`src/rtl/pipelined_rformat_cpu_pkg.sv`:
```
// rfcpu_pkg: shared definitions for the pipelined R-format CPU.
//   OP_RTYPE / FUNCT_* : instruction encodings
//   alu_op_t           : decoded ALU operation (ALU_NONE = no register write)
//   fx_reg_t, xw_ctl_t : F/X and X/W pipeline-register layouts
//   decode_funct()     : funct field -> ALU operation
package rfcpu_pkg;

    localparam logic [5:0] OP_RTYPE   = 6'h00;

    localparam logic [5:0] FUNCT_SLL  = 6'h00;
    localparam logic [5:0] FUNCT_SRL  = 6'h02;
    localparam logic [5:0] FUNCT_SRA  = 6'h03;
    localparam logic [5:0] FUNCT_ADD  = 6'h20;
    localparam logic [5:0] FUNCT_SUB  = 6'h22;
    localparam logic [5:0] FUNCT_AND  = 6'h24;
    localparam logic [5:0] FUNCT_OR   = 6'h25;
    localparam logic [5:0] FUNCT_XOR  = 6'h26;
    localparam logic [5:0] FUNCT_NOR  = 6'h27;
    localparam logic [5:0] FUNCT_SLT  = 6'h2A;

    typedef enum logic [3:0] {
        ALU_NONE, ALU_ADD, ALU_SUB, ALU_AND, ALU_OR, ALU_XOR,
        ALU_NOR, ALU_SLT, ALU_SLL, ALU_SRL, ALU_SRA
    } alu_op_t;

    // F/X register: the fetched instruction word and whether the slot is live.
    typedef struct packed {
        logic        valid;
        logic [31:0] instr;
    } fx_reg_t;

    // X/W register control half; the result word is kept beside it because
    // its width follows the XLEN parameter of the instantiating module.
    typedef struct packed {
        logic       valid;
        logic       we;
        logic [4:0] rd;
    } xw_ctl_t;

    function automatic alu_op_t decode_funct(input logic [5:0] funct);
        case (funct)
            FUNCT_ADD: return ALU_ADD;
            FUNCT_SUB: return ALU_SUB;
            FUNCT_AND: return ALU_AND;
            FUNCT_OR:  return ALU_OR;
            FUNCT_XOR: return ALU_XOR;
            FUNCT_NOR: return ALU_NOR;
            FUNCT_SLT: return ALU_SLT;
            FUNCT_SLL: return ALU_SLL;
            FUNCT_SRL: return ALU_SRL;
            FUNCT_SRA: return ALU_SRA;
            default:   return ALU_NONE;
        endcase
    endfunction

endpackage

```
`src/rtl/pipelined_rformat_cpu_if.sv`:
```
// CPU bus: instruction fetch, hold/preload control and retirement report.
//   master (CPU side): drives pc_out, wb_valid, wb_addr, wb_data, retire_cnt;
//                      receives instr_in, hold, init_we, init_addr, init_data.
//   slave (environment side): the mirror image.
interface pipelined_rformat_cpu_if #(
    parameter int XLEN  = 32,
    parameter int PC_W  = 32,
    parameter int CNT_W = 16
);
    logic [PC_W-1:0]  pc_out;
    logic [31:0]      instr_in;
    logic             hold;
    logic             init_we;
    logic [4:0]       init_addr;
    logic [XLEN-1:0]  init_data;
    logic             wb_valid;
    logic [4:0]       wb_addr;
    logic [XLEN-1:0]  wb_data;
    logic [CNT_W-1:0] retire_cnt;

    modport master (
        output pc_out, wb_valid, wb_addr, wb_data, retire_cnt,
        input  instr_in, hold, init_we, init_addr, init_data
    );

    modport slave (
        input  pc_out, wb_valid, wb_addr, wb_data, retire_cnt,
        output instr_in, hold, init_we, init_addr, init_data
    );
endinterface

```
`src/rtl/pipelined_rformat_cpu_rf_bank.sv`:
```
// rf_bank: NREG x XLEN register file, two async read ports, one sync write.
//   clk, rst_n            : clock, synchronous active-low reset (clears all)
//   ra1/ra2 -> rd1/rd2    : read ports; r0 and indices >= NREG read 0
//   we, wa, wd            : pipeline write port, used while hold=0
//   hold, init_*          : preload port, used instead while hold=1
module rf_bank #(
    parameter int XLEN = 32,
    parameter int NREG = 32
) (
    input  logic            clk,
    input  logic            rst_n,
    input  logic [4:0]      ra1,
    input  logic [4:0]      ra2,
    output logic [XLEN-1:0] rd1,
    output logic [XLEN-1:0] rd2,
    input  logic            we,
    input  logic [4:0]      wa,
    input  logic [XLEN-1:0] wd,
    input  logic            hold,
    input  logic            init_we,
    input  logic [4:0]      init_addr,
    input  logic [XLEN-1:0] init_data
);
    localparam int AW = (NREG > 1) ? $clog2(NREG) : 1;

    logic [XLEN-1:0] regs [NREG];
    logic            w_en;
    logic [4:0]      w_addr;
    logic [XLEN-1:0] w_data;

    // r0 and indices beyond the implemented file are not backed by storage.
    function automatic logic backed(input logic [4:0] a);
        return (a != 5'd0) && (int'(a) < NREG);
    endfunction

    assign rd1 = backed(ra1) ? regs[ra1[AW-1:0]] : '0;
    assign rd2 = backed(ra2) ? regs[ra2[AW-1:0]] : '0;

    // The pipeline never writes while held, so hold alone selects the source.
    // NOTE: every always_comb output gets a value on every path, else a latch is inferred.
    always_comb begin
        w_en   = we;
        w_addr = wa;
        w_data = wd;
        if (hold) begin
            w_en   = init_we;
            w_addr = init_addr;
            w_data = init_data;
        end
    end

    // NOTE: this storage is reset on purpose because architectural state must read 0 after reset; plain RAMs normally are not reset.
    // NOTE: sequential state uses non-blocking assignments only.
    always_ff @(posedge clk) begin
        if (!rst_n) begin
            for (int i = 0; i < NREG; i++) regs[i] <= '0;
        end else if (w_en && backed(w_addr)) begin
            regs[w_addr[AW-1:0]] <= w_data;
        end
    end
endmodule

```
`src/rtl/pipelined_rformat_cpu.sv`:
```
// pipelined_rformat_cpu: 3-stage (fetch / execute / writeback) R-format CPU.
//   clk, rst_n : clock, synchronous active-low reset
//   bus        : fetch address/instruction, hold and preload control,
//                retirement report (wb_valid/wb_addr/wb_data) and retire_cnt
module pipelined_rformat_cpu
    import rfcpu_pkg::*;
#(
    parameter int XLEN    = 32,
    parameter int NREG    = 32,
    parameter int PC_W    = 32,
    parameter int PC_STEP = 4,
    parameter int CNT_W   = 16
) (
    input  logic clk,
    input  logic rst_n,
    pipelined_rformat_cpu_if.master bus
);
    logic [PC_W-1:0]  pc_q;
    fx_reg_t          fx_q;
    xw_ctl_t          xw_q;
    logic [XLEN-1:0]  xw_data_q;
    logic [CNT_W-1:0] cnt_q;

    // X-stage decode
    logic [4:0] rs, rt, rd, shamt;
    logic [5:0] funct;
    logic       is_rtype;
    alu_op_t    op;
    logic       x_we;
    logic [4:0] x_rd;

    assign rs       = fx_q.instr[25:21];
    assign rt       = fx_q.instr[20:16];
    assign rd       = fx_q.instr[15:11];
    assign shamt    = fx_q.instr[10:6];
    assign funct    = fx_q.instr[5:0];
    assign is_rtype = (fx_q.instr[31:26] == OP_RTYPE);
    assign op       = is_rtype ? decode_funct(funct) : ALU_NONE;
    // we marks a write that actually lands in the RF; forwarding relies on it.
    assign x_we     = (op != ALU_NONE) && (rd != 5'd0) && (int'(rd) < NREG);
    // Non-R-type bubbles report rd=0.
    assign x_rd     = is_rtype ? rd : 5'd0;

    // Register read with W->X forwarding of the instruction retiring this cycle
    logic [XLEN-1:0] rf_a, rf_b, op_a, op_b, x_result;
    logic            fwd_a, fwd_b;

    rf_bank #(.XLEN(XLEN), .NREG(NREG)) u_rf (
        .clk       (clk),
        .rst_n     (rst_n),
        .ra1       (rs),
        .ra2       (rt),
        .rd1       (rf_a),
        .rd2       (rf_b),
        .we        (xw_q.valid & xw_q.we),
        .wa        (xw_q.rd),
        .wd        (xw_data_q),
        .hold      (bus.hold),
        .init_we   (bus.init_we),
        .init_addr (bus.init_addr),
        .init_data (bus.init_data)
    );

    assign fwd_a = xw_q.valid && xw_q.we && (xw_q.rd == rs);
    assign fwd_b = xw_q.valid && xw_q.we && (xw_q.rd == rt);
    assign op_a  = fwd_a ? xw_data_q : rf_a;
    assign op_b  = fwd_b ? xw_data_q : rf_b;

    // Shifts of XLEN or more fall out of the operators: 0 for <<, >>, sign fill for >>>.
    always_comb begin
        x_result = '0;
        case (op)
            ALU_ADD: x_result = op_a + op_b;
            ALU_SUB: x_result = op_a - op_b;
            ALU_AND: x_result = op_a & op_b;
            ALU_OR:  x_result = op_a | op_b;
            ALU_XOR: x_result = op_a ^ op_b;
            ALU_NOR: x_result = ~(op_a | op_b);
            ALU_SLT: x_result = {{(XLEN-1){1'b0}}, ($signed(op_a) < $signed(op_b))};
            ALU_SLL: x_result = op_b << shamt;
            ALU_SRL: x_result = op_b >> shamt;
            ALU_SRA: x_result = $signed(op_b) >>> shamt;
            default: x_result = '0;
        endcase
    end

    // Pipeline registers: reset wins, then hold freezes everything.
    always_ff @(posedge clk) begin
        if (!rst_n) begin
            pc_q      <= '0;
            fx_q      <= '0;
            xw_q      <= '0;
            xw_data_q <= '0;
            cnt_q     <= '0;
        end else if (!bus.hold) begin
            pc_q      <= pc_q + PC_W'(PC_STEP);
            fx_q      <= '{valid: 1'b1, instr: bus.instr_in};
            xw_q      <= '{valid: fx_q.valid, we: fx_q.valid & x_we, rd: x_rd};
            xw_data_q <= x_result;
            if (xw_q.valid) cnt_q <= cnt_q + CNT_W'(1);
        end
    end

    assign bus.pc_out     = pc_q;
    assign bus.wb_valid   = xw_q.valid & ~bus.hold;
    assign bus.wb_addr    = xw_q.rd;
    assign bus.wb_data    = xw_data_q;
    assign bus.retire_cnt = cnt_q;
endmodule

```
`src/flat_wrapper.sv`:
```
// flat-port wrapper written by rule: the top's interface ports become plain ports
module pipelined_rformat_cpu_flat import rfcpu_pkg::*;
#(
    parameter int XLEN    = 32,
    parameter int NREG    = 32,
    parameter int PC_W    = 32,
    parameter int PC_STEP = 4,
    parameter int CNT_W   = 16
)
  (clk, rst_n, bus_pc_out, bus_wb_valid, bus_wb_addr, bus_wb_data, bus_retire_cnt, bus_instr_in, bus_hold, bus_init_we, bus_init_addr, bus_init_data);
  pipelined_rformat_cpu_if #(.XLEN(XLEN), .PC_W(PC_W), .CNT_W(CNT_W)) bus_i ();
  input  logic clk;
  input  logic rst_n;
  output wire logic [$bits(bus_i.pc_out)-1:0] bus_pc_out;
  output wire logic [$bits(bus_i.wb_valid)-1:0] bus_wb_valid;
  output wire logic [$bits(bus_i.wb_addr)-1:0] bus_wb_addr;
  output wire logic [$bits(bus_i.wb_data)-1:0] bus_wb_data;
  output wire logic [$bits(bus_i.retire_cnt)-1:0] bus_retire_cnt;
  input wire logic [$bits(bus_i.instr_in)-1:0] bus_instr_in;
  input wire logic [$bits(bus_i.hold)-1:0] bus_hold;
  input wire logic [$bits(bus_i.init_we)-1:0] bus_init_we;
  input wire logic [$bits(bus_i.init_addr)-1:0] bus_init_addr;
  input wire logic [$bits(bus_i.init_data)-1:0] bus_init_data;
  assign bus_pc_out = bus_i.pc_out;
  assign bus_wb_valid = bus_i.wb_valid;
  assign bus_wb_addr = bus_i.wb_addr;
  assign bus_wb_data = bus_i.wb_data;
  assign bus_retire_cnt = bus_i.retire_cnt;
  assign bus_i.instr_in = bus_instr_in;
  assign bus_i.hold = bus_hold;
  assign bus_i.init_we = bus_init_we;
  assign bus_i.init_addr = bus_init_addr;
  assign bus_i.init_data = bus_init_data;
  pipelined_rformat_cpu #(.XLEN(XLEN), .NREG(NREG), .PC_W(PC_W), .PC_STEP(PC_STEP), .CNT_W(CNT_W)) u_core (.clk(clk), .rst_n(rst_n), .bus(bus_i));
endmodule
```
`config.mk`:
```
export PLATFORM = sky130hd
export DESIGN_NAME = pipelined_rformat_cpu_flat
export DESIGN_NICKNAME = d
export VERILOG_FILES = /design/src/rtl/pipelined_rformat_cpu_pkg.sv /design/src/rtl/pipelined_rformat_cpu_if.sv /design/src/rtl/pipelined_rformat_cpu_rf_bank.sv /design/src/rtl/pipelined_rformat_cpu.sv /design/src/flat_wrapper.sv
export SDC_FILE = /design/constraint.sdc
export NUM_CORES = 2
export LEC_CHECK = 0
export CORE_MARGIN = 1.5
export CORE_UTILIZATION = 44
export CTS_CLUSTER_DIAMETER = 80
export CTS_CLUSTER_SIZE = 16
export DETAILED_ROUTE_END_ITERATION = 7
export REMOVE_ABC_BUFFERS = 1
export SLEW_MARGIN = 10
export SYNTH_ARGS = -nofsm -noshare
export SYNTH_HDL_FRONTEND = slang
export SYNTH_SLANG_ARGS = --single-unit
```
`constraint.sdc`:
```
create_clock -name clk -period 16.8 [get_ports clk]
set_clock_uncertainty 0.15 [all_clocks]
set_input_delay 4.2 -clock clk [delete_from_list [all_inputs] [get_ports clk]]
set_output_delay 4.2 -clock clk [all_outputs]
set_load 0.05 [all_outputs]
```
==> impl_results.md <==
- Initial Utilization: 44.5%
- Post-CTS Resized: 0
- 1st-pass router iterations: 7
- Ys async rst share: 0%
- RSZ-0062 raised after global routing: false
- Crit Path Max Fanout: 64
- Initial antenna violation count: 10
- Cells after Synth: 5545
- Post-synth EDFFs: 1024
- Crit-path cells: clkbuf_8, nor2b_1, clkdlybuf4s50_1
- Final setup viols: 0
- Slowest stage delay, CP: 0.89 ns
- DR DRC count: 0
- Worst hold slack: 0.318 ns
- DRT iter0 DRCs: 7627
- Final ANT Viol Nets: 0
- Post-route insts no fill: 7516
- Clk sinks: 1152
- Synth Register Bits: 1152
- Yosys warns: 0
- Power Density: 95.4 nW/µm²
- Setup bufs post-CTS: 0
- CP Buf/Inv Count: 2
- Placed Instances: 7384
- GR Util All Layers: 33.1%
- Gr ovfl total: 0
- TNS Setup: 0 ns
- Cell row count: 142
- Max-cap check violation count: 0
- Clock latency on the worst-skew pair: 0.74 ns
- Fmax: 0.0975 GHz
- Number of top-level pins: 159
- Most common cell after layout, fill and taps aside: nor2_1
- LEAKAGE: 24.3 nW
- CTS Hold Bufs: 0
- Synthesized area per cell: 12.1 µm²
- Mapped Area: 66900 µm²
- CP top delay family: buffers and inverters
- Full die area: 154000 µm²
- Fin nets: 5637
- CORE AREA: 150000 µm²
- Slew HR: 11.9%
- Critical Path RT: 12.45 ns
- Wire per inst: 34.2 µm
- First-pass GRT wire length: 362000 µm
- CTS HTree Levels: 3
- Layout cells sized above 1: 18.6%
- Routed WL: 257000 µm
- Slew Viols, Final: 0
- Most frequent cells in the layout: nor2_1 (1270), edfxtp_1 (1024), mux4_2 (555)
- CTS Root Cell: clkbuf_16
- Dpl hpwl: 170000 µm
- CP max stage cell: clkdlybuf4s50_1
- Peak supply drop: 0.0000776 V
- Crit share post-route: 61.0%
- Via density: 6.75
- Overall die width: 393 µm
- Crit. End Element: output pin
- Outcome: completed
- CTS clk-pin slew, worst paths: 0.07 ns
- Ys flop type: edfxtp_1
- Measured slew at the worst slew-check pin: 1.29 ns
- Share of the synthesized area in the top cell type: 46.0%
- Via count: 50.8k
- Vias in the first global route: 48.5k
- Die height: 393 µm
- Final core utilization: 48.8%
- Hold Path Class: reg2reg
- CP arrival: 5.90 ns
- Top post-synthesis cells by area: edfxtp_1 (46%), mux4_2 (19%), nor2_1 (7.1%)
- CTS tree: built
- Port bufs: 156
- Yosys cell types: 94
- Clock Tree Buf Depth: 3
- Setup CP Type: in2out
- Final Wtd Congestion: 1.01
- Startpoint Class: primary input
- CTS buffer count: 89
- Synthesis-to-finish area growth: 9.66%
- Yosys top cell by area: edfxtp_1
- Crit path time final: 10.25 ns
- Hold Violations, Final: 0
- Register area share after synthesis: 49.8%
- Pin count of the biggest net entering global routing: 108
[final cells by class]
cell class / count / area [µm²]
tap: 2016 / 2520
clock buffer: 107 / 2360
inverter: 110 / 420
sequential: 1152 / 33300
clock inverter: 22 / 289
antenna: 3 / 7.51
timing repair buffer: 327 / 2880
multi-input combinational: 3779 / 31500
fill: 13200 / 77000
[state kept, by name, summed over array words and instances (netlist names), named ones only]
name / cells
u_core.bus.pc_out: 30
u_core.bus.retire_cnt: 16
u_core.bus.wb_addr: 5
u_core.bus.wb_data: 32
u_core.funct: 6
u_core.fx_q: 27
u_core.u_rf.regs: 1024
u_core.xw_q: 2
[cell families after synthesis]
family	share of synthesized area, %
DFF	49.8
other	0.00561
and+or+nand+nor	11.5
muxes	22.6
buffers and inverters	4.05
AOI/OAI and AO/OA	9.33
adders and majority gates	1.99
xor gates and xnor gates	0.760
[cells in the mapped netlist, drive strengths merged (23+ instances only)]
cell,n
edfxtp,1024
inv,108
a222oi,24
ha,103
buf,123
a221oi,30
nand3,47
nor3,50
o22ai,62
a22oi,71
xor2,39
mux2i,224
nand2,321
and3,37
dfxtp,128
mux4,556
mux2,28
o211ai,32
a21oi,176
nor2,1272
o21ai,179
a211oi,37
clkbuf,414
nor2b,23
a31oi,29
[routing by layer]
layer  GRT usage [%]  vias up  routed length (µm)
li1                -    20800                   -
met1            44.1    25700               95700
met2            49.2     3616              112000
met3            8.63      609               32500
met4            18.2        8               16500
met5               0        -                  55
[path summary, 6_finish.rpt]
| path | from | to | slack [ns] | depth (start not counted) |
|---|---|---|---|---|
| setup reg to reg | flop | u_core.bus.wb_data[30] | 8.21 | 18 |
| hold reg to reg | u_core.xw_q[5] | u_core.xw_q[5] | 0.32 | 2 |
| setup / recovery | bus_hold | bus_wb_valid | 6.55 | 3 |
| hold / removal | u_core.xw_q[5] | u_core.xw_q[5] | 0.32 | 2 |
[worst reg2reg max path: cells and delay by family (launching register included)]
kind / cells / cell delay (ns)
multiplexers: 4 / 2.04
adder cells (fa/ha/maj): 1 / 0.56
flip-flops: 1 / 0.63
AO/OA/AOI/OAI: 8 / 2.75
buffers and inverters: 2 / 1.38
AND/OR/NAND/NOR: 3 / 0.95
[stage by stage]
stage	area (µm²)	total power [mW]	setup WS, ns
after global placement	70700	4.87	6.57
after CTS	73300	6.96	6.54
after detailed placement	70700	4.88	6.54
final	73300	7.00	6.55
after floorplan	64700	4.34	1.28
after global routing	73300	7.17	6.45
[where the power goes]
group	internal, mW	switching (mW)	leakage (nW)
clock	1.04	1.09	1.29
combinational	0.539	1.04	11.4
sequential	3.21	0.0784	11.6
total	4.79	2.21	24.3
Power figures use the tool's default switching activity.
